**config.mk**
```make
export PLATFORM = sky130hd
export DESIGN_NAME = fix_session_arb
export DESIGN_NICKNAME = d
export VERILOG_FILES = /design/src/rtl/fix_pkg.sv /design/src/rtl/fix_rr_arb.sv /design/src/rtl/fix_session_arb.sv
export SDC_FILE = /design/constraint.sdc
export NUM_CORES = 1
export LEC_CHECK = 0
export BUFFER_PORTS_ARGS = -buffer_cell sky130_fd_sc_hd__buf_2
export CORE_MARGIN = 5
export CORE_UTILIZATION = 50
export CTS_CLUSTER_DIAMETER = 200
export DETAILED_ROUTE_END_ITERATION = 8
export PLACE_DENSITY = 0.81
export SYNTH_ARGS = -nofsm -noshare
export SYNTH_HDL_FRONTEND = slang
export SYNTH_HIERARCHICAL = 1
export SYNTH_SLANG_ARGS = --single-unit
export TNS_END_PERCENT = 100
```
**constraint.sdc**
```tcl
create_clock -name clk -period 4.7 [get_ports clk]
set_clock_uncertainty 0.2 [all_clocks]
set_input_delay 0.47 -clock clk [delete_from_list [all_inputs] [get_ports clk]]
set_output_delay 0.47 -clock clk [all_outputs]
set_load 0.03 [all_outputs]
```
**src/rtl/fix_pkg.sv**
```systemverilog
// Shared FIX framing constants, FSM state types and the checksum-trailer
// step function used by the session arbiter and the parser.
package fix_pkg;

  localparam logic [7:0] SOH_C = 8'h01;
  localparam logic [7:0] SEP_C = 8'h3d;
  localparam logic [7:0] ASC_1 = 8'h31;
  localparam logic [7:0] ASC_0 = 8'h30;

  typedef enum logic {
    ARB,
    XFER
  } arb_state_t;

  typedef enum logic [2:0] {
    T_SOH,
    T_BODY,
    T_1,
    T_10,
    T_CK
  } trl_state_t;

  // True when byte b, seen in detector state cur, is the trailer's closing SOH.
  function automatic logic trl_is_end(input trl_state_t cur, input logic [7:0] b);
    return (cur == T_CK) && (b == SOH_C);
  endfunction

  // Advance the "SOH 1 0 =" tag matcher by one byte. Once the checksum tag
  // has been seen the detector stays in T_CK until its closing SOH.
  function automatic trl_state_t trl_step(input trl_state_t cur, input logic [7:0] b);
    trl_state_t nxt;
    nxt = T_BODY;
    if (cur == T_CK) begin
      nxt = T_CK;
    end else if (b == SOH_C) begin
      nxt = T_SOH;
    end else begin
      case (cur)
        T_SOH:   nxt = (b == ASC_1) ? T_1  : T_BODY;
        T_1:     nxt = (b == ASC_0) ? T_10 : T_BODY;
        T_10:    nxt = (b == SEP_C) ? T_CK : T_BODY;
        default: nxt = T_BODY;
      endcase
    end
    return nxt;
  endfunction

endpackage

```
**src/rtl/fix_rr_arb.sv**
```systemverilog
// Combinational round-robin picker: returns the first requester at or after
// ptr, wrapping modulo N. Purely combinational so schedulers can register
// the result however they like.
module fix_rr_arb #(
  parameter int N = 4,
  parameter int W = $clog2(N)
) (
  input  logic [N-1:0] req,
  input  logic [W-1:0] ptr,
  output logic [W-1:0] gnt_idx,
  output logic         any
);

  logic [N-1:0] hit;

  // Requests rotated so that hit[0] corresponds to the session at ptr.
  for (genvar gi = 0; gi < N; gi++) begin : g_rot
    assign hit[gi] = req[(int'(ptr) + gi) % N];
  end

  // Scan offsets from the far end down so the smallest offset wins.
  always_comb begin
    gnt_idx = '0;
    any     = |req;
    for (int i = N - 1; i >= 0; i--) begin
      if (hit[i]) begin
        gnt_idx = W'((int'(ptr) + i) % N);
      end
    end
  end

endmodule

```
**src/rtl/fix_session_arb.sv**
```systemverilog
// Multiplexes several FIX session byte streams onto one parser stream.
// A session keeps the grant for one whole message; the end of a message is
// found by watching for the checksum trailer, with a forced cut after
// MAX_MSG_LEN bytes so a runaway session cannot starve the others.
module fix_session_arb
  import fix_pkg::*;
#(
  parameter int NUM_SESS    = 4,
  parameter int MAX_MSG_LEN = 1024,
  parameter int SESS_W      = $clog2(NUM_SESS)
) (
  input  logic                     clk,
  input  logic                     rst,
  input  logic [NUM_SESS-1:0]      req_valid_i,
  input  logic [NUM_SESS-1:0][7:0] req_data_i,
  output logic [NUM_SESS-1:0]      req_ready_o,
  input  logic                     par_ready_i,
  output logic                     valid_o,
  output logic [7:0]               data_o,
  output logic [SESS_W-1:0]        sess_o,
  output logic                     msg_start_o,
  output logic                     msg_end_o,
  output logic                     err_len_o
);

  localparam int                LEN_W    = $clog2(MAX_MSG_LEN + 1);
  localparam logic [LEN_W-1:0]  LAST_LEN = LEN_W'(MAX_MSG_LEN - 1);
  localparam logic [SESS_W-1:0] LAST_SES = SESS_W'(NUM_SESS - 1);

  arb_state_t        state_reg, state_next;
  logic [SESS_W-1:0] grant_reg, grant_next;
  logic [SESS_W-1:0] rr_ptr_reg, rr_ptr_next;
  logic [LEN_W-1:0]  len_reg, len_next;
  trl_state_t        trl_reg, trl_next;

  logic [SESS_W-1:0] pick_idx;
  logic              pick_any;
  logic              in_xfer;
  logic              cur_valid;
  logic [7:0]        cur_data;
  logic              trl_end;
  logic              len_cut;
  logic              end_byte;
  logic              xfer;

  fix_rr_arb #(
    .N (NUM_SESS),
    .W (SESS_W)
  ) u_rr_arb (
    .req     (req_valid_i),
    .ptr     (rr_ptr_reg),
    .gnt_idx (pick_idx),
    .any     (pick_any)
  );

  assign in_xfer   = (state_reg == XFER);
  assign cur_valid = req_valid_i[grant_reg];
  assign cur_data  = req_data_i[grant_reg];

  // The trailer wins over the length cut when both land on the same byte.
  assign trl_end  = trl_is_end(trl_reg, cur_data);
  assign len_cut  = (len_reg == LAST_LEN) && !trl_end;
  assign end_byte = trl_end || len_cut;

  // valid_o depends only on state and the granted request, never on par_ready_i.
  assign valid_o     = in_xfer && cur_valid;
  assign data_o      = in_xfer ? cur_data : 8'h00;
  assign sess_o      = in_xfer ? grant_reg : '0;
  assign msg_start_o = valid_o && (len_reg == '0);
  assign msg_end_o   = valid_o && end_byte;
  assign err_len_o   = valid_o && len_cut;
  assign xfer        = valid_o && par_ready_i;

  // Back-pressure only the granted session; everyone else waits.
  for (genvar gi = 0; gi < NUM_SESS; gi++) begin : g_ready
    assign req_ready_o[gi] = in_xfer && (grant_reg == SESS_W'(gi)) && par_ready_i;
  end

  // Next-state logic: arbitrate in ARB, track trailer and length per transfer in XFER.
  always_comb begin
    state_next  = state_reg;
    grant_next  = grant_reg;
    rr_ptr_next = rr_ptr_reg;
    len_next    = len_reg;
    trl_next    = trl_reg;
    case (state_reg)
      ARB: begin
        if (pick_any) begin
          grant_next = pick_idx;
          state_next = XFER;
          len_next   = '0;
          trl_next   = T_SOH;
        end
      end
      XFER: begin
        if (xfer) begin
          if (end_byte) begin
            state_next  = ARB;
            rr_ptr_next = (grant_reg == LAST_SES) ? '0 : grant_reg + 1'b1;
            len_next    = '0;
            trl_next    = T_SOH;
          end else begin
            len_next = len_reg + 1'b1;
            trl_next = trl_step(trl_reg, cur_data);
          end
        end
      end
      default: begin
        state_next = ARB;
      end
    endcase
  end

  // State registers; reset drops any grant in progress.
  always_ff @(posedge clk) begin
    if (rst) begin
      state_reg  <= ARB;
      grant_reg  <= '0;
      rr_ptr_reg <= '0;
      len_reg    <= '0;
      trl_reg    <= T_SOH;
    end else begin
      state_reg  <= state_next;
      grant_reg  <= grant_next;
      rr_ptr_reg <= rr_ptr_next;
      len_reg    <= len_next;
      trl_reg    <= trl_next;
    end
  end

endmodule

```
==> run metrics, run 1 <==
I/O pin count 57; max reg flops 11; Crit Path Category flop to output port; CTS Buf Count 3; Worst path max stage delay 0.75 ns; Highest Signal Layer met4; share of cells above drive strength 1 33.0%; Post-CTS Setup Inserts 0; Hold Violations, Final 0; ANT nets after route 0; post-synth cell types 44; met3 WL 116 um; critical path's top delay family simple AND/OR/NAND/NOR gates; GR Overflow Total 0; drt initial violations 110; register share of total power 49.0%; Startpoint Class flop; Avg Synthesized Cell Area 8.93 um2; sequential-to-total area share from yosys stat approximately 25%; Clock Latency Late Sink 0.30 ns; routed len/inst about 15 um; drt first pass iters 4; Total Routing Usage GR around 18%; async set-reset flop share out of synthesis 0%; sw power 109 uW; initial antenna violation count 0; syn_nets 217; vias in the first global route 1364; H-Tree Depth 1; most frequent cells in the layout buf_2, nor2_1, dfxtp_1; clk buf depth 2; # port buffers 56; clock share of power 23.6%; CTS tree built; PD cells ~190 mW/mm2; worst slew pin tran 0.649 ns; first-pass GRT wire length a little over 6 mm; Core Area 0.00300 mm2; Vias 1448; P&R area growth vs syn 20.1%; VDD IR max 0.000146 V; number of fill cells in the layout 267; # diodes 0; Final Cycle Share 71.5%; number of flops mapped to enable cells by yosys 0; worst path required time about 4 ns; die width around 65 um; Worst slew margin between 50% and 60%; largest net degree at the start of global routing 21; Max Cap Viol 0; drt total wl between 3 and 4 mm; Syn. warnings 6; Net Sw Frac 31.6%; FMAX 0.298 GHz; Layout Utilization 61.5%; TNS Setup 0 ns; Sink Count 19; GPL Wtd Cong 0.851; CP Max Fanout 14; DR DRC count 0; RSZ-0062 raised after global routing no; post-detail-place hpwl 3.02 mm; P_int 237 uW; worst path cell trace mux4_1 > nor3_4 > nand4_2 > and3_1 > buf_2; power share of the combinational group 27.4%; Lkg Pwr 0.800 nW; commonest non-fill, non-tap cell in the layout buf_2; dominant synthesized flop cell dfxtp_1; CP arrival 2.69 ns; status finished, final reports clean; die area 0.00428 mm2; Hold Buf Count CTS 0; final setup fails 0; Clock transition at path regs 0.11 ns; Cell Area, Synth 0.00154 mm2; die height 65.4 um; CP Buf/Inv Count 1; via/cell ratio 5.57; max-slew violations 0; metal2 WL 2.01 mm; #FFs+latches synth 19; Final min period about 3.4 ns; WL met1 between 1.5 and 2 mm; post-CTS resize count 0; crit path max-delay cell type dfxtp_1; HP Class input pin to flop; Initial Util between 50% and 60%; Synth Instances 172; # nets final between 200 and 300; num rows 20; Root Buffer clkbuf_4; Worst Setup End Kind output port
==> layer usage <==
metal,vias to the layer above,track usage [%]
met3,2,3.42
li1,739,-
met5,-,0
met1,679,22.6
met2,28,33.1
met4,0,2.07
==> cells in the mapped netlist, types with 5 or more instances <==
cell type	number	area share, %
inv_1	5	1.2
nand2_1	14	3.4
nand4_1	5	2.0
nor3_1	5	1.6
a21oi_1	9	2.9
mux4_1	5	8.6
and3_1	6	2.4
and2_1	10	4.1
nand3_1	6	2.0
xor2_1	6	3.4
nor2_1	26	6.4
dfxtp_1	19	25
ha_1	6	4.9
==> metrics by stage <==
stage / cells / hold slack, ns / power, mW / setup WS (ns) / area (um2)
floorplan: 172 / 0.247 / 0.237 / 1.94 / 1540
global placement: 256 / 0.268 / 0.267 / 1.71 / 1820
detailed placement: 256 / 0.283 / 0.269 / 1.67 / 1820
CTS: 260 / 0.294 / 0.350 / 1.34 / 1850
global route: 260 / 0.323 / 0.367 / 1.16 / 1850
finish: 260 / 0.302 / 0.347 / 1.34 / 1850
==> worst reg2reg max path: stages (launching register included) <==
cell     delay [ns]
dfxtp_1        0.75
mux4_1         0.70
nor3_4         0.31
nand3_2        0.20
o22ai_4        0.20
mux2_4         0.32
==> cell type report <==
type / count / area [um2] / area share [%]
multi-input combinational: 143 / 1100 / 59.5
sequential: 19 / 380 / 20.6
timing repair buffer: 56 / 280 / 15.2
tap: 33 / 41.3 / 2.24
clock buffer: 4 / 26.3 / 1.42
inverter: 5 / 18.8 / 1.02
==> cell families (layout without fill, tap and decap cells) <==
family	after synthesis	count (layout)	synth area share [%]
simple gates	97	97	35.3
compound gates	19	19	9.45
flops	19	19	24.8
mux	12	12	16.7
buf+inv	10	65	3.75
xor+xnor	9	9	5.13
fa+ha+maj	6	6	4.89
==> path summary, 6_finish.rpt <==
| check | endpoint | slack, ns | startpoint | cells past startpoint |
|---|---|---|---|---|
| setup / recovery | err_len_o | 1.34 | grant_reg[0] | 5 |
| hold / removal | trl_reg[0] | 0.30 | rst | 2 |
| setup reg to reg | rr_ptr_reg[0] | 1.92 | grant_reg[0] | 5 |
| hold reg to reg | trl_reg[0] | 0.30 | trl_reg[0] | 2 |
==> power by group through the flow <==
stage	clock network, mW	logic, mW	registers (mW)
floorplan	0	0.0680	0.169
global placement	0	0.0935	0.174
detailed placement	0	0.0950	0.174
CTS	0.0844	0.0952	0.170
global route	0.0924	0.103	0.171
finish	0.0818	0.0949	0.170
Power figures use the tool's default switching activity.
==> inputs of run 2 (changes only) <==
--- a/config.mk
+++ b/config.mk
@@ -5,12 +5,13 @@
 export SDC_FILE = /design/constraint.sdc
 export NUM_CORES = 1
 export LEC_CHECK = 0
+export ABC_AREA = 1
 export BUFFER_PORTS_ARGS = -buffer_cell sky130_fd_sc_hd__buf_2
 export CORE_MARGIN = 5
 export CORE_UTILIZATION = 50
 export CTS_CLUSTER_DIAMETER = 200
 export DETAILED_ROUTE_END_ITERATION = 8
-export PLACE_DENSITY = 0.81
+export PLACE_DENSITY = 0.79
 export SYNTH_ARGS = -nofsm -noshare
 export SYNTH_HDL_FRONTEND = slang
 export SYNTH_HIERARCHICAL = 1
==> constraint.sdc (replaced) <==
create_clock -name clk -period 3.3 [get_ports clk]
set_clock_uncertainty 0.2 [all_clocks]
set_input_delay 0.33 -clock clk [delete_from_list [all_inputs] [get_ports clk]]
set_output_delay 0.33 -clock clk [all_outputs]
set_load 0.03 [all_outputs]
==> run 2 against run 1 <==
  * Flip-flop and latch count unchanged
  * Critical path depth up 4
  * Count of clock-buffer cells in the layout unchanged
  * Critical endpoint unchanged
  * Largest power group unchanged
==> run metrics, run 2 <==
Worst path max stage delay 0.67 ns (-0.08 ns); syn_nets 369 (+70%); number of fill cells in the layout 368 (+38%); Synth top cells by count nand2_1, inv_1, nor2_1; Final min period roughly 2.6 ns; CTS Buf Count 3 (unchanged); Critical R2R Capture len_reg[4]; # nets final 423 (+55%); Sink Count 19 (unchanged); # port buffers 56 (unchanged); met1 global-route usage 24.3% (+1.7 points); max-slew violations 0 (unchanged); worst path required time 2.77 ns (-1.26 ns); DP Worst Slack 0.990 ns (-0.677 ns); Reg area 380 um2 (unchanged); Clock transition at path regs 0.10 ns (about the same); clk buf depth 2 (unchanged); die area 0.00490 mm2 (+15%); PD cells 274 mW/mm2 (+46%); Worst Hold End len_reg[1]; Max Cap Viol 0 (unchanged); Hold Startpoint rst; #FFs+latches synth 19 (unchanged); GR Overflow Total 0 (unchanged); status finished, final reports clean; Total Routing Usage GR 18.5% (+0.36 points); H-Tree Depth 1 (unchanged); Hold WS 0.0748 ns (-0.227 ns); Post-CTS Setup Inserts 0 (unchanged); FMAX 0.384 GHz; final setup fails 0 (unchanged); Avg Synthesized Cell Area 5.56 um2 (-38%); post-detail-place hpwl 3.56 mm (+18%); Hold Violations, Final 0 (unchanged); GR Util met2 30.4% (-2.7 points); Initial Util 52.7% (+1.6 points); Clock Latency Late Sink 0.29 ns (about the same); CP Max Fanout 15 (+1); GPL Wtd Cong 0.899 (+5.7%); grt met3 use 3.59% (+0.17 points); commonest non-fill, non-tap cell in the layout nand2_1; via/cell ratio 4.87 (-13%); Hold Buf Count CTS 0 (unchanged); crit path max-delay cell type dfxtp_1; most frequent cells in the layout nand2_1, buf_2, inv_1; post-CTS resize count 0 (unchanged); HP Class input pin to flop; # diodes 0 (unchanged); Vias 2061 (+42%); Lkg Pwr 1.14 nW (+43%); num rows 21 (+5.0%); hold path depth 2 (unchanged); Cell Area, Synth 0.00180 mm2 (+17%); die width 70.0 um (+7.0%); Crit Path Category flop to output port; Worst Setup End Kind output port; I/O pin count 57 (unchanged); R2R cell count 10 (+5); CTS tree built; cell with the most instances after synthesis nand2_1; routed len/inst 10.6 um (-28%); initial antenna violation count 0 (unchanged); share of cells above drive strength 1 19.6% (-13 points); drt first pass iters 5 (+1); async set-reset flop share out of synthesis 0% (unchanged); vias in the first global route 1843 (+35%); largest net degree at the start of global routing 23 (+9.5%); Synth top area share 24.4% (-0.38 points); number of flops mapped to enable cells by yosys 0 (unchanged); worst slew pin tran 0.532 ns (-0.118 ns); Synth Instances 324 (+88%); CP arrival 2.08 ns (-0.61 ns); TNS Setup 0 ns (unchanged); P&R area growth vs syn 16.7%; Placed Area 0.00208 mm2 (+14%); DR DRC count 0 (unchanged); drt total wl 4.48 mm (+17%); Reg2Reg Setup Slack 0.96 ns (-0.96 ns); first-pass GRT wire length 7.76 mm (+26%); Area contributors post-synth nand2_1, dfxtp_1, nand3_1; sequential-to-total area share from yosys stat 21.1% (-3.6 points); Core Area 0.00342 mm2 (+14%); Final Cycle Share 78.9%; Reg-to-Reg Start grant_reg[1]; Syn. warnings 6 (unchanged); max reg flops 11 (unchanged); grt peak-use layer met2; die height 70.0 um (+7.0%); largest area contributor in the netlist nand2_1; worst path cell trace inv_2 > nor2_1 > o21ai_1 > nand2_1 > nand2_1 > inv_1 > nand4_1 > inv_1 > buf_2; setup ws final 0.695 ns (-0.646 ns); drt initial violations 92 (-16%); ANT nets after route 0 (unchanged); Startpoint Class flop; dominant synthesized flop cell dfxtp_1; VDD IR max 0.000233 V (+60%); Worst slew margin 64.5% (+7.9 points); RSZ-0062 raised after global routing no; Root Buffer clkbuf_4; Design Area, Final 0.00210 mm2 (+14%); post-synth cell types 25 (-43%); area of the multi-input gates 0.00118 mm2 (+7.3%)
[run 2: changes by cell type after synthesis, moves of 4 or more]
| cell | delta |
|---|---|
| and2_1 | -10 |
| and3_1 | -6 |
| inv_1 | +37 |
| mux4_1 | -5 |
| mux4_2 | -4 |
| nand2_1 | +103 |
| nand2_2 | +5 |
| nand2b_1 | -4 |
| nand3_1 | +29 |
| nor2_1 | +15 |
| o21ai_0 | +7 |
[run 2: worst max-delay path: cells and delay by family, from the launching register on]
kind | cells | cell delay [ns]
buf+inv | 4 | 0.57
simple gates | 4 | 0.45
compound gates | 1 | 0.09
flops | 1 | 0.67
[run 2: worst max path at each step]
stage	startpoint	to	slack (ns)
2_1_floorplan	grant_reg[1]	msg_start_o	0.99
3_3_place_gp	grant_reg[1]	msg_end_o	1.07
3_5_place_dp	grant_reg[1]	len_reg[4]	0.99
4_1_cts	grant_reg[1]	msg_end_o	0.66
5_1_grt	grant_reg[1]	err_len_o	0.46
6_report	grant_reg[1]	err_len_o	0.69
[run 2: power breakdown]
group | switching, mW | internal [mW] | total [mW]
Combinational | 0.150 | 0.0719 | 0.222
Clock | 0.0645 | 0.0470 | 0.111
Sequential | 0.00936 | 0.234 | 0.243
[run 2: stage by stage]
step | instances | total power, mW | util [%]
2_1_floorplan | 324 | 0.416 | -
3_3_place_gp | 419 | 0.468 | 60.8
3_5_place_dp | 419 | 0.470 | 60.8
4_1_cts | 423 | 0.584 | 61.6
5_1_grt | 423 | 0.621 | 61.6
6_report | 423 | 0.576 | 61.6
[run 2: layout make-up]
class | count | share of cell area [%]
inverters | 46 | 8.21
repair buffers | 57 | 13.7
well taps | 46 | 2.74
clock buffers | 4 | 1.25
multi-input cells | 251 | 56.0
flip-flops and latches | 19 | 18.1
[run 2: per-layer routing]
| layer | wire, um | vias to the layer above |
|---|---|---|
| met5 | 0 | - |
| met4 | 36 | 0 |
| met3 | 344 | 4 |
| met2 | 2020 | 60 |
| met1 | 2080 | 881 |
| li1 | - | 1116 |
[run 2: logic make-up (layout without fill, tap and decap cells)]
logic type               Yosys count  count (layout)  synth area share (%)
AND/OR/NAND/NOR                  217             217                  51.8
XOR/XNOR                           7               7                  3.40
adder cells (fa/ha/maj)            6               6                  4.17
flip-flops                        19              19                  21.1
AO/OA/AOI/OAI                     21              21                  6.04
buffers and inverters             54             107                  13.5
==> inputs of run 3 (changes only) <==
==> constraint.sdc (replaced) <==
create_clock -name clk -period 2.5 [get_ports clk]
set_clock_uncertainty 0.2 [all_clocks]
set_input_delay 0.25 -clock clk [delete_from_list [all_inputs] [get_ports clk]]
set_output_delay 0.25 -clock clk [all_outputs]
set_load 0.03 [all_outputs]
==> run 3 against run 2 <==
  * Sequential share of layout area down 0.093 points
  * Global-route usage up 0.20 points
  * Cell count up 0.71%
  * Sequential power up 34%
  * Clock power up 41%
  * First-iteration DRC count up 34%
  * Non-clock buffer count up 3
  * Design area up 2.5%
  * Count of clock-buffer cells in the layout unchanged
  * Critical path type unchanged
  * Critical endpoint is now msg_end_o
==> run metrics, run 3 (synthesis results as in run 2) <==
drt total wl 4.54 mm (+1.3%); Total Routing Usage GR 18.7% (+0.20 points); Lkg Pwr 1.16 nW (+1.5%); P&R area growth vs syn 19.7%; most frequent cells in the layout nand2_1, buf_2, inv_1; drt first pass iters 5 (unchanged); Root Buffer clkbuf_4; Power, Total 780 uW (+35%); Post-CTS Setup Inserts 0 (unchanged); Critical R2R Capture len_reg[4]; post-detail-place hpwl 3.56 mm (+0.19%); Worst slew margin 66.4% (+1.9 points); DR DRC count 0 (unchanged); first-pass GRT wire length 7.89 mm (+1.7%); Placed Area 0.00209 mm2 (+0.72%); Reg-to-Reg Start grant_reg[0]; ANT nets after route 0 (unchanged); Layout Cells excl Fill 426 (+0.71%); Core Area 0.00342 mm2 (unchanged); max-slew violations 0 (unchanged); TNS Setup 0 ns (unchanged); Hold Startpoint len_reg[10]; share of cells above drive strength 1 21.1% (+1.4 points); # diodes 0 (unchanged); Layout Utilization 63.1% (+1.5 points); clk buf depth 2 (unchanged); setup ws final 0.177 ns (-0.517 ns); # nets final 426 (+0.71%); PD cells 362 mW/mm2 (+32%); Clock Latency Late Sink 0.30 ns (about the same); Worst Hold End len_reg[10]; I/O pin count 57 (unchanged); GR Overflow Total 0 (unchanged); Hold Violations, Final 0 (unchanged); # port buffers 56 (unchanged); die height 70.0 um (unchanged); Final min period 2.32 ns; Design Area, Final 0.00216 mm2 (+2.5%); max reg flops 11 (unchanged); Max Cap Viol 0 (unchanged); commonest non-fill, non-tap cell in the layout nand2_1; Vias 2135 (+3.6%); CTS tree built; Startpoint Class flop; CP arrival 1.87 ns (-0.21 ns); Final Cycle Share approximately 93%; Reg2Reg Setup Slack 0.48 ns (-0.48 ns); status finished, final reports clean; R2R cell count 11 (+1); FMAX approximately 0.43 GHz; largest net degree at the start of global routing 22 (-4.3%); H-Tree Depth 1 (unchanged); num rows 21 (unchanged); Crit Path Category flop to output port; die width 70.0 um (unchanged); Clock transition at path regs 0.10 ns (about the same); Sink Count 19 (unchanged); initial antenna violation count 0 (unchanged); Initial Util 52.7% (unchanged); Hold WS 0.252 ns (+0.177 ns); CP Max Fanout 5 (-10); via/cell ratio 5.01 (+2.9%); drt initial violations 123 (+34%); routed len/inst 10.7 um (+0.63%); HP Class flop to flop; Placed Cells 421 (+0.48%); vias in the first global route 1861 (+0.98%); worst path required time 2.05 ns (-0.72 ns); hold path depth 2 (unchanged); Worst Setup End Kind output port; worst slew pin tran 0.500 ns (-0.0317 ns); VDD IR max 0.000327 V (+40%); GPL Wtd Cong 0.935 (+3.9%); final setup fails 0 (unchanged); DP Worst Slack 0.139 ns (-0.851 ns); CTS Buf Count 3 (unchanged); die area 0.00490 mm2 (unchanged)
## run 3: report_power, final
group          total [mW]  leakage [nW]  internal, mW  switching (mW)
registers           0.325         0.155         0.309          0.0163
logic               0.299         0.990         0.101           0.198
clock network       0.156        0.0150        0.0622          0.0940
## run 3: timing repair
| item | in CTS | in global routing |
|---|---|---|
| gates resized for setup | 3 | 8 |
| endpoints found under the setup margin | 3 | 3 |
| hold buffers | 1 | 0 |
| hold endpoints to repair | 5 | 0 |
## run 3: cell type report
cell class | instances | area [um2]
Multi-Input combinational cell | 251 | 1190
Clock buffer | 4 | 26.3
Tap cell | 46 | 57.6
Fill cell | 355 | 1260
Inverter | 46 | 178
Timing Repair Buffer | 60 | 313
Sequential cell | 19 | 388
## run 3: how the worst max path moves through the flow
stage	depth (start not counted)	slack [ns]	start	end
floorplan	7	0.27	grant_reg[1]	msg_start_o
global placement	10	0.18	grant_reg[1]	len_reg[4]
detailed placement	10	0.14	grant_reg[1]	len_reg[4]
CTS	8	0.007	len_reg[0]	msg_end_o
global route	8	-0.003	len_reg[0]	msg_end_o
finish	8	0.18	len_reg[0]	msg_end_o
## run 3: routing by layer
metal	wire length (um)	GRT usage [%]	vias up
met5	0	0	-
met4	29	2.98	0
met3	411	5.16	7
met2	2040	30.8	78
met1	2060	24.6	931
li1	-	-	1119
## run 3: critical path: stages (launching register included)
cell and delay (ns):
dfxtp_1 0.41, ha_1 0.20, nand3_1 0.14, nor2_1 0.12, nand2_1 0.10, nor2_4 0.14
nand2_2 0.11, a21oi_1 0.15, buf_2 0.21
